$ cat src/rtl/spi_master_multi.sv
// SPI master with up to eight chip selects and per-transfer mode selection (CPOL/CPHA, bit order).
// Latency: done pulses 1 + CLK_DIV*(2*DATA_W+1) clk cycles after the cycle in which start is accepted.
// Backpressure: start is accepted only while idle with a legal cs_sel; requests made while busy are dropped.
//
// Ports:
//   clk, rst                 single clock, asynchronous active-high reset
//   start                    transfer request, sampled on posedge clk
//   tx_data, cs_sel          frame and target slave, latched when start is accepted
//   cpol, cpha, lsb_first    SPI mode and bit order, latched when start is accepted
//   miso                     serial data from the selected slave
//   busy, done               transfer in progress / one-cycle completion pulse (busy still high)
//   rx_data                  last received frame, updated only in the done cycle
//   sclk, mosi, cs_n         SPI bus; at most one cs_n bit low at a time
//
// Build option: define SPI_LOOPBACK_EN to add the 'loopback' input. With loopback=1 the
// receiver samples the internal mosi instead of miso and no chip select is asserted;
// timing is unchanged. Without the macro the port does not exist and miso is always used.

module spi_master_multi #(
  parameter int DATA_W  = 8,
  parameter int NUM_CS  = 4,
  parameter int CLK_DIV = 4,
  localparam int CS_W   = (NUM_CS > 1) ? $clog2(NUM_CS) : 1
) (
  input  logic              clk,
  input  logic              rst,
  input  logic              start,
  input  logic [DATA_W-1:0] tx_data,
  input  logic [CS_W-1:0]   cs_sel,
  input  logic              cpol,
  input  logic              cpha,
  input  logic              lsb_first,
`ifdef SPI_LOOPBACK_EN
  input  logic              loopback,
`endif
  input  logic              miso,
  output logic              busy,
  output logic              done,
  output logic [DATA_W-1:0] rx_data,
  output logic              sclk,
  output logic              mosi,
  output logic [NUM_CS-1:0] cs_n
);

  localparam int DIV_W = 8;
  localparam int EDGES = 2 * DATA_W;
  localparam int EC_W  = $clog2(EDGES + 1);
  localparam logic [DIV_W-1:0] DIV_RELOAD = DIV_W'(CLK_DIV - 1);
  localparam logic [EC_W-1:0]  LAST_EDGE  = EC_W'(EDGES - 1);

  typedef enum logic [2:0] {
    IDLE  = 3'd0,
    SETUP = 3'd1,
    XFER  = 3'd2,
    HOLD  = 3'd3,
    DONE  = 3'd4
  } state_t;

  state_t state_q;
  state_t state_d;

  logic [DIV_W-1:0]  div_cnt;
  logic [EC_W-1:0]   edge_cnt;
  logic [DATA_W-1:0] tx_sh;
  logic [DATA_W-1:0] rx_sh;
  logic              cpha_q;
  logic              lsb_q;
  logic              lb_q;
  logic [31:0]       cs_sel_ext;
  logic              cs_ok;
  logic              accept;
  logic              tick;
  logic              last_edge;
  logic              sclk_edge;
  logic              leading;
  logic              sample_edge;
  logic              rx_bit;

  // Bit order is normalised at load time so the shifters always work MSB-first.
  function automatic logic [DATA_W-1:0] bit_rev(input logic [DATA_W-1:0] v);
    logic [DATA_W-1:0] r;
    r = '0;
    for (int i = 0; i < DATA_W; i++) begin
      r[i] = v[DATA_W-1-i];
    end
    return r;
  endfunction

  function automatic logic [NUM_CS-1:0] cs_decode(input logic [CS_W-1:0] sel);
    logic [NUM_CS-1:0] m;
    m = '0;
    for (int i = 0; i < NUM_CS; i++) begin
      m[i] = (sel == CS_W'(i));
    end
    return m;
  endfunction

  assign cs_sel_ext = 32'(cs_sel);
  assign cs_ok      = cs_sel_ext < 32'(NUM_CS);
  assign accept     = (state_q == IDLE) && start && cs_ok;

  // One tick every CLK_DIV cycles while the frame is in flight; each tick in
  // SETUP or XFER is one sclk edge, the tick in HOLD ends the frame.
  assign tick        = (div_cnt == '0);
  assign last_edge   = (edge_cnt == LAST_EDGE);
  assign sclk_edge   = tick && ((state_q == SETUP) || (state_q == XFER));
  assign leading     = ~edge_cnt[0];
  // cpha=0 samples on leading edges, cpha=1 on trailing edges.
  assign sample_edge = leading ^ cpha_q;

`ifdef SPI_LOOPBACK_EN
  always_ff @(posedge clk or posedge rst) begin
    if (rst) begin
      lb_q <= 1'b0;
    end else if (accept) begin
      lb_q <= loopback;
    end
  end
`else
  assign lb_q = 1'b0;
`endif

  assign rx_bit = lb_q ? mosi : miso;
  assign mosi   = tx_sh[DATA_W-1];

  // State register
  always_ff @(posedge clk or posedge rst) begin
    if (rst) begin
      state_q <= IDLE;
    end else begin
      state_q <= state_d;
    end
  end

  // Next-state logic
  always_comb begin
    state_d = state_q;
    unique case (state_q)
      IDLE:    if (accept)            state_d = SETUP;
      SETUP:   if (tick)              state_d = XFER;
      XFER:    if (tick && last_edge) state_d = HOLD;
      HOLD:    if (tick)              state_d = DONE;
      DONE:                           state_d = IDLE;
      default:                        state_d = IDLE;
    endcase
  end

  // FSM outputs
  always_comb begin
    busy = (state_q != IDLE);
    done = (state_q == DONE);
  end

  // Datapath: divider, edge counter, shifters and registered bus outputs.
  // cs_n and sclk are registered so the bus never sees decode glitches.
  always_ff @(posedge clk or posedge rst) begin
    if (rst) begin
      div_cnt  <= '0;
      edge_cnt <= '0;
      tx_sh    <= '0;
      rx_sh    <= '0;
      rx_data  <= '0;
      sclk     <= 1'b0;
      cs_n     <= '1;
      cpha_q   <= 1'b0;
      lsb_q    <= 1'b0;
    end else begin
      if (accept) begin
        div_cnt  <= DIV_RELOAD;
        edge_cnt <= '0;
        tx_sh    <= lsb_first ? bit_rev(tx_data) : tx_data;
        rx_sh    <= '0;
        sclk     <= cpol;
        cpha_q   <= cpha;
        lsb_q    <= lsb_first;
`ifdef SPI_LOOPBACK_EN
        cs_n     <= loopback ? '1 : ~cs_decode(cs_sel);
`else
        cs_n     <= ~cs_decode(cs_sel);
`endif
      end else if ((state_q == SETUP) || (state_q == XFER) || (state_q == HOLD)) begin
        div_cnt <= tick ? DIV_RELOAD : div_cnt - DIV_W'(1);
      end

      if (sclk_edge) begin
        sclk     <= ~sclk;
        edge_cnt <= edge_cnt + EC_W'(1);
        if (sample_edge) begin
          rx_sh <= {rx_sh[DATA_W-2:0], rx_bit};
        end else if (edge_cnt != '0) begin
          // With cpha=1 the first leading edge keeps the first bit that has
          // been on mosi since SETUP; every later shift edge advances it.
          tx_sh <= {tx_sh[DATA_W-2:0], 1'b0};
        end
      end

      if ((state_q == HOLD) && tick) begin
        rx_data <= lsb_q ? bit_rev(rx_sh) : rx_sh;
        cs_n    <= '1;
      end
    end
  end

endmodule

$ cat config.mk
export PLATFORM = sky130hd
export DESIGN_NAME = spi_master_multi
export DESIGN_NICKNAME = d
export VERILOG_FILES = /design/src/rtl/spi_master_multi.sv
export SDC_FILE = /design/constraint.sdc
export NUM_CORES = 1
export LEC_CHECK = 0
export BUFFER_PORTS_ARGS = -buffer_cell sky130_fd_sc_hd__buf_2
export CAP_MARGIN = 30
export CORE_ASPECT_RATIO = 1.5
export CORE_MARGIN = 2
export CORE_UTILIZATION = 55
export DETAILED_ROUTE_END_ITERATION = 16
export PLACE_DENSITY = 0.77
export SLEW_MARGIN = 20
export SYNTH_ARGS = -nofsm -noshare
export SYNTH_HDL_FRONTEND = slang
export SYNTH_SLANG_ARGS = --single-unit
export TNS_END_PERCENT = 1
$ cat constraint.sdc
create_clock -name clk -period 5.85 [get_ports clk]
set_input_delay 0.8775 -clock clk [delete_from_list [all_inputs] [get_ports clk]]
set_output_delay 0.8775 -clock clk [all_outputs]
set_load 0.005 [all_outputs]
==> run_results.csv <==
group,metric,value,unit
synth,syn_avg_cell_area,10.6,sq um
clocking,post_cts_buffers,0,
detailed_routing,drc,0,
detailed_routing,route.vias.total,1713,
power,powerDensity,462,nW/um^2
power,vdd_ir_drop_max,349,uV
power,p_leak,1.40,nW
floorplanning,dieHeight,85.6,um
clocking,cts_resized,0,
cells_and_area,final_cells,307,
cells_and_area,drive_above_1_share,0.249,
critical_path,worstSetupPathType,"reg2reg",
critical_path,crit_arrival,2.84,ns
critical_path,r2r_cells,6,
timing,slew_violations,0,
timing,finalClockSkew,0.00879,ns
synth,seq_area_frac_synth,0.484,
synth,syn-instance-count,231,
critical_path,r2r-start,"div_cnt[0]$_DFFE_PP0P_",
run,maxCapViolCount,0,
timing,clock.fmax,379,MHz
placed_design,hpwl,3130,um
detailed_routing,dr.pass1.iters,4,
synth,synth_area_leaders,"dfrtp_1 (44%), mux2i_1 (7.0%), dfstp_2 (4.3%), mux2_1 (3.7%), mux2_2 (3.7%)",
global_route,grt_overflow,0,
critical_path,cp.required,6.04,ns
floorplanning,rows,29,
synth,synth.top_cells.by_count,"dfrtp_1 (43), nand2_1 (21), inv_1 (18), nor2_1 (18), mux2i_1 (17)",
clocking,worstSkewPairLatency,0.30,ns
global_route,grt.total_usage,0.195,
clocking,cts_hold_buf,0,
detailed_routing,drt-initial-drc-count,55,
detailed_routing,via_per_inst,5.58,
timing,min_period,2.64,ns
hold_path,hp-class,"reg2reg",
floorplanning,core_area,4250,sq um
detailed_routing,drtAntennaViolNets,0,
floorplanning,dieWidth,58.4,um
power,clkPwrFrac,0.152,
placed_design,place_inst,298,
critical_path,cp-startpoint,"div_cnt[0]$_DFFE_PP0P_",
synth,synth_top_area_cell,"dfrtp_1",
timing,tns,0,ns
global_route,grt_max_degree,48,
synth,ys_seq_elements,47,
synth,synth_area,2440,sq um
synth,synth_edf_count,0,
timing,finalCritPeriodShare,0.451,
cells_and_area,areaGrowthSynthToFinish,11.6,%
floorplanning,dieArea,4990,sq um
cells_and_area,nNetsFinal,282,
floorplanning,ioPinCount,33,
cells_and_area,n_antenna_cell,0,
timing,rsz0062_at_grt,"false",
critical_path,path_max_fanout,13,
synth,async_flop_share,1.00,
global_route,antenna_found_initial,0,
global_route,grt_pass1_vias,1654,
synth,ys.flop_type,"dfrtp_1",
critical_path,cp-start-kind,"flip-flop",
clocking,cts-htree-levels,2,
timing,max_slew.worst_pin.slew,0.738,ns
detailed_routing,wire_per_inst,14.3,um
synth,synth_top_area_frac,0.441,
synth,synth_warnings,0,
power,power_switching,449,uW
clocking,clk_pin_slew,0.09,ns
placed_design,io_buffers,32,
floorplanning,initial_core_util,0.574,
clocking,cts-root-buf,"clkbuf_8",
power,p_int,809,uW
clocking,cts.path.max_buffers,2,
power,pwr-share-comb,0.362,
timing,slew_headroom,0.506,
clocking,cts.sinks,47,
run_status,run_status,"finished clean",
clocking,cts_buffers,5,
placed_design,gp_congestion,0.813,
power,switching_share,0.357,
timing,hold_viol_final,0,
clocking,cts_tree,"done",
critical_path,r2r_end,"tx_sh[3]$_DFF_PP0_",
critical_path,endpoint,"tx_sh[3]$_DFF_PP0_",
synth,synth_nets,253,
detailed_routing,wl,4390,um
synth,yosys.cell_types.count,42,
power,p_seq_frac,0.487,
synth,yosysMostFrequentCell,"dfrtp_1",
critical_path,rrSetupSlack,3.21,ns
critical_path,critPathCaptureType,"flip-flop",
global_route,grt_first_pass_wirelength,7470,um
timing,final-setup-viol-count,0,
worst min-delay path by stage:
stage,startpoint,to,slack [ns],depth (start not counted)
after floorplan,cpha_q$_DFFE_PP0N_,cpha_q$_DFFE_PP0N_,0.47,2
after global placement,rx_data[0]$_DFFE_PP0P_,rx_data[0]$_DFFE_PP0P_,0.47,1
after detailed placement,rx_data[7]$_DFFE_PP0P_,rx_data[7]$_DFFE_PP0P_,0.48,1
after CTS,rx_data[7]$_DFFE_PP0P_,rx_data[7]$_DFFE_PP0P_,0.50,1
after global routing,rst,tx_sh[6]$_DFF_PP0_,0.52,2
final,rx_data[7]$_DFFE_PP0P_,rx_data[7]$_DFFE_PP0P_,0.49,1
kinds of logic (layout without fill, tap and decap cells):
| family | Yosys count | count (layout) | synth area share |
|---|---|---|---|
| AOI/OAI and AO/OA | 23 | 23 | 0.0600 |
| xor gates and xnor gates | 10 | 10 | 0.0359 |
| adders and majority gates | 5 | 5 | 0.0257 |
| buffers and inverters | 32 | 62 | 0.0544 |
| DFF | 47 | 47 | 0.484 |
| muxes | 39 | 39 | 0.181 |
| and+or+nand+nor | 75 | 75 | 0.159 |
through the flow:
stage                util  total power, mW  hold slack, ns  instance area (sq um)  worst slack [ns]
floorplan               -            0.948           0.467                   2440              3.76
finish              0.641             1.26           0.491                   2720              3.21
CTS                 0.637             1.27           0.495                   2700              3.21
global placement    0.614             1.05           0.472                   2610              3.32
global route        0.641             1.36           0.515                   2720              2.84
detailed placement  0.617             1.07           0.476                   2620              3.20
power groups by stage:
| stage | clock network (mW) | registers (mW) | logic, mW |
|---|---|---|---|
| final | 0.191 | 0.613 | 0.455 |
| after global routing | 0.207 | 0.633 | 0.524 |
| after CTS | 0.194 | 0.612 | 0.461 |
| after detailed placement | 0 | 0.616 | 0.458 |
| after global placement | 0 | 0.611 | 0.435 |
| after floorplan | 0 | 0.569 | 0.379 |
metal layers:
metal,vias to the layer above,track usage,wire [um]
met4,0,0.0846,93
li1,839,-,-
met2,37,0.320,2300
met3,9,0.0392,177
met5,-,0,0
met1,828,0.246,1820
cell usage in the layout, fill, tap and decap left out, types with 2 or more instances in the layout:
| cell type | Yosys | routed |
|---|---|---|
| a21oi_1 | 7 | 7 |
| and2_1 | 2 | 2 |
| buf_2 | 4 | 32 |
| clkbuf_8 | 0 | 5 |
| clkinv_2 | 0 | 3 |
| dfrtp_1 | 43 | 43 |
| dfstp_2 | 4 | 4 |
| ha_1 | 5 | 5 |
| inv_1 | 18 | 17 |
| inv_2 | 2 | 3 |
| mux2_1 | 8 | 8 |
| mux2_2 | 8 | 8 |
| mux2_4 | 6 | 6 |
| mux2i_1 | 17 | 17 |
| nand2_1 | 21 | 21 |
| nand2b_1 | 2 | 2 |
| nand3_1 | 8 | 8 |
| nand3b_1 | 2 | 2 |
| nand4_1 | 3 | 3 |
| nor2_1 | 18 | 18 |
| nor3_1 | 6 | 6 |
| nor3b_1 | 3 | 3 |
| nor4_1 | 2 | 2 |
| o21ai_1 | 7 | 7 |
| or3_1 | 3 | 3 |
| xnor2_1 | 8 | 8 |
| xor2_1 | 2 | 2 |
flip-flops by register name (all words and copies together), names as in the netlist:
name,cells
cpha_q,1
cs_n,4
div_cnt,8
edge_cnt,5
lsb_q,1
rx_data,8
rx_sh,8
sclk,1
state_q,3
tx_sh,8
critical path, cell delays in order, from the launching register on:
cell     delay, ns
dfrtp_1       0.41
inv_1         0.09
ha_1          0.13
nor3b_1       0.35
nand4_1       0.47
or3_1         0.72
mux2_4        0.37
area by class of cell:
class / count / area [sq um]
Multi-Input combinational cell: 152 / 1130
Sequential cell: 47 / 1180
Clock inverter: 3 / 15.0
Timing Repair Buffer: 34 / 191
Clock buffer: 5 / 68.8
Fill cell: 348 / 1520
Inverter: 20 / 75.1
Tap cell: 46 / 57.6
Power figures use the tool's default switching activity.
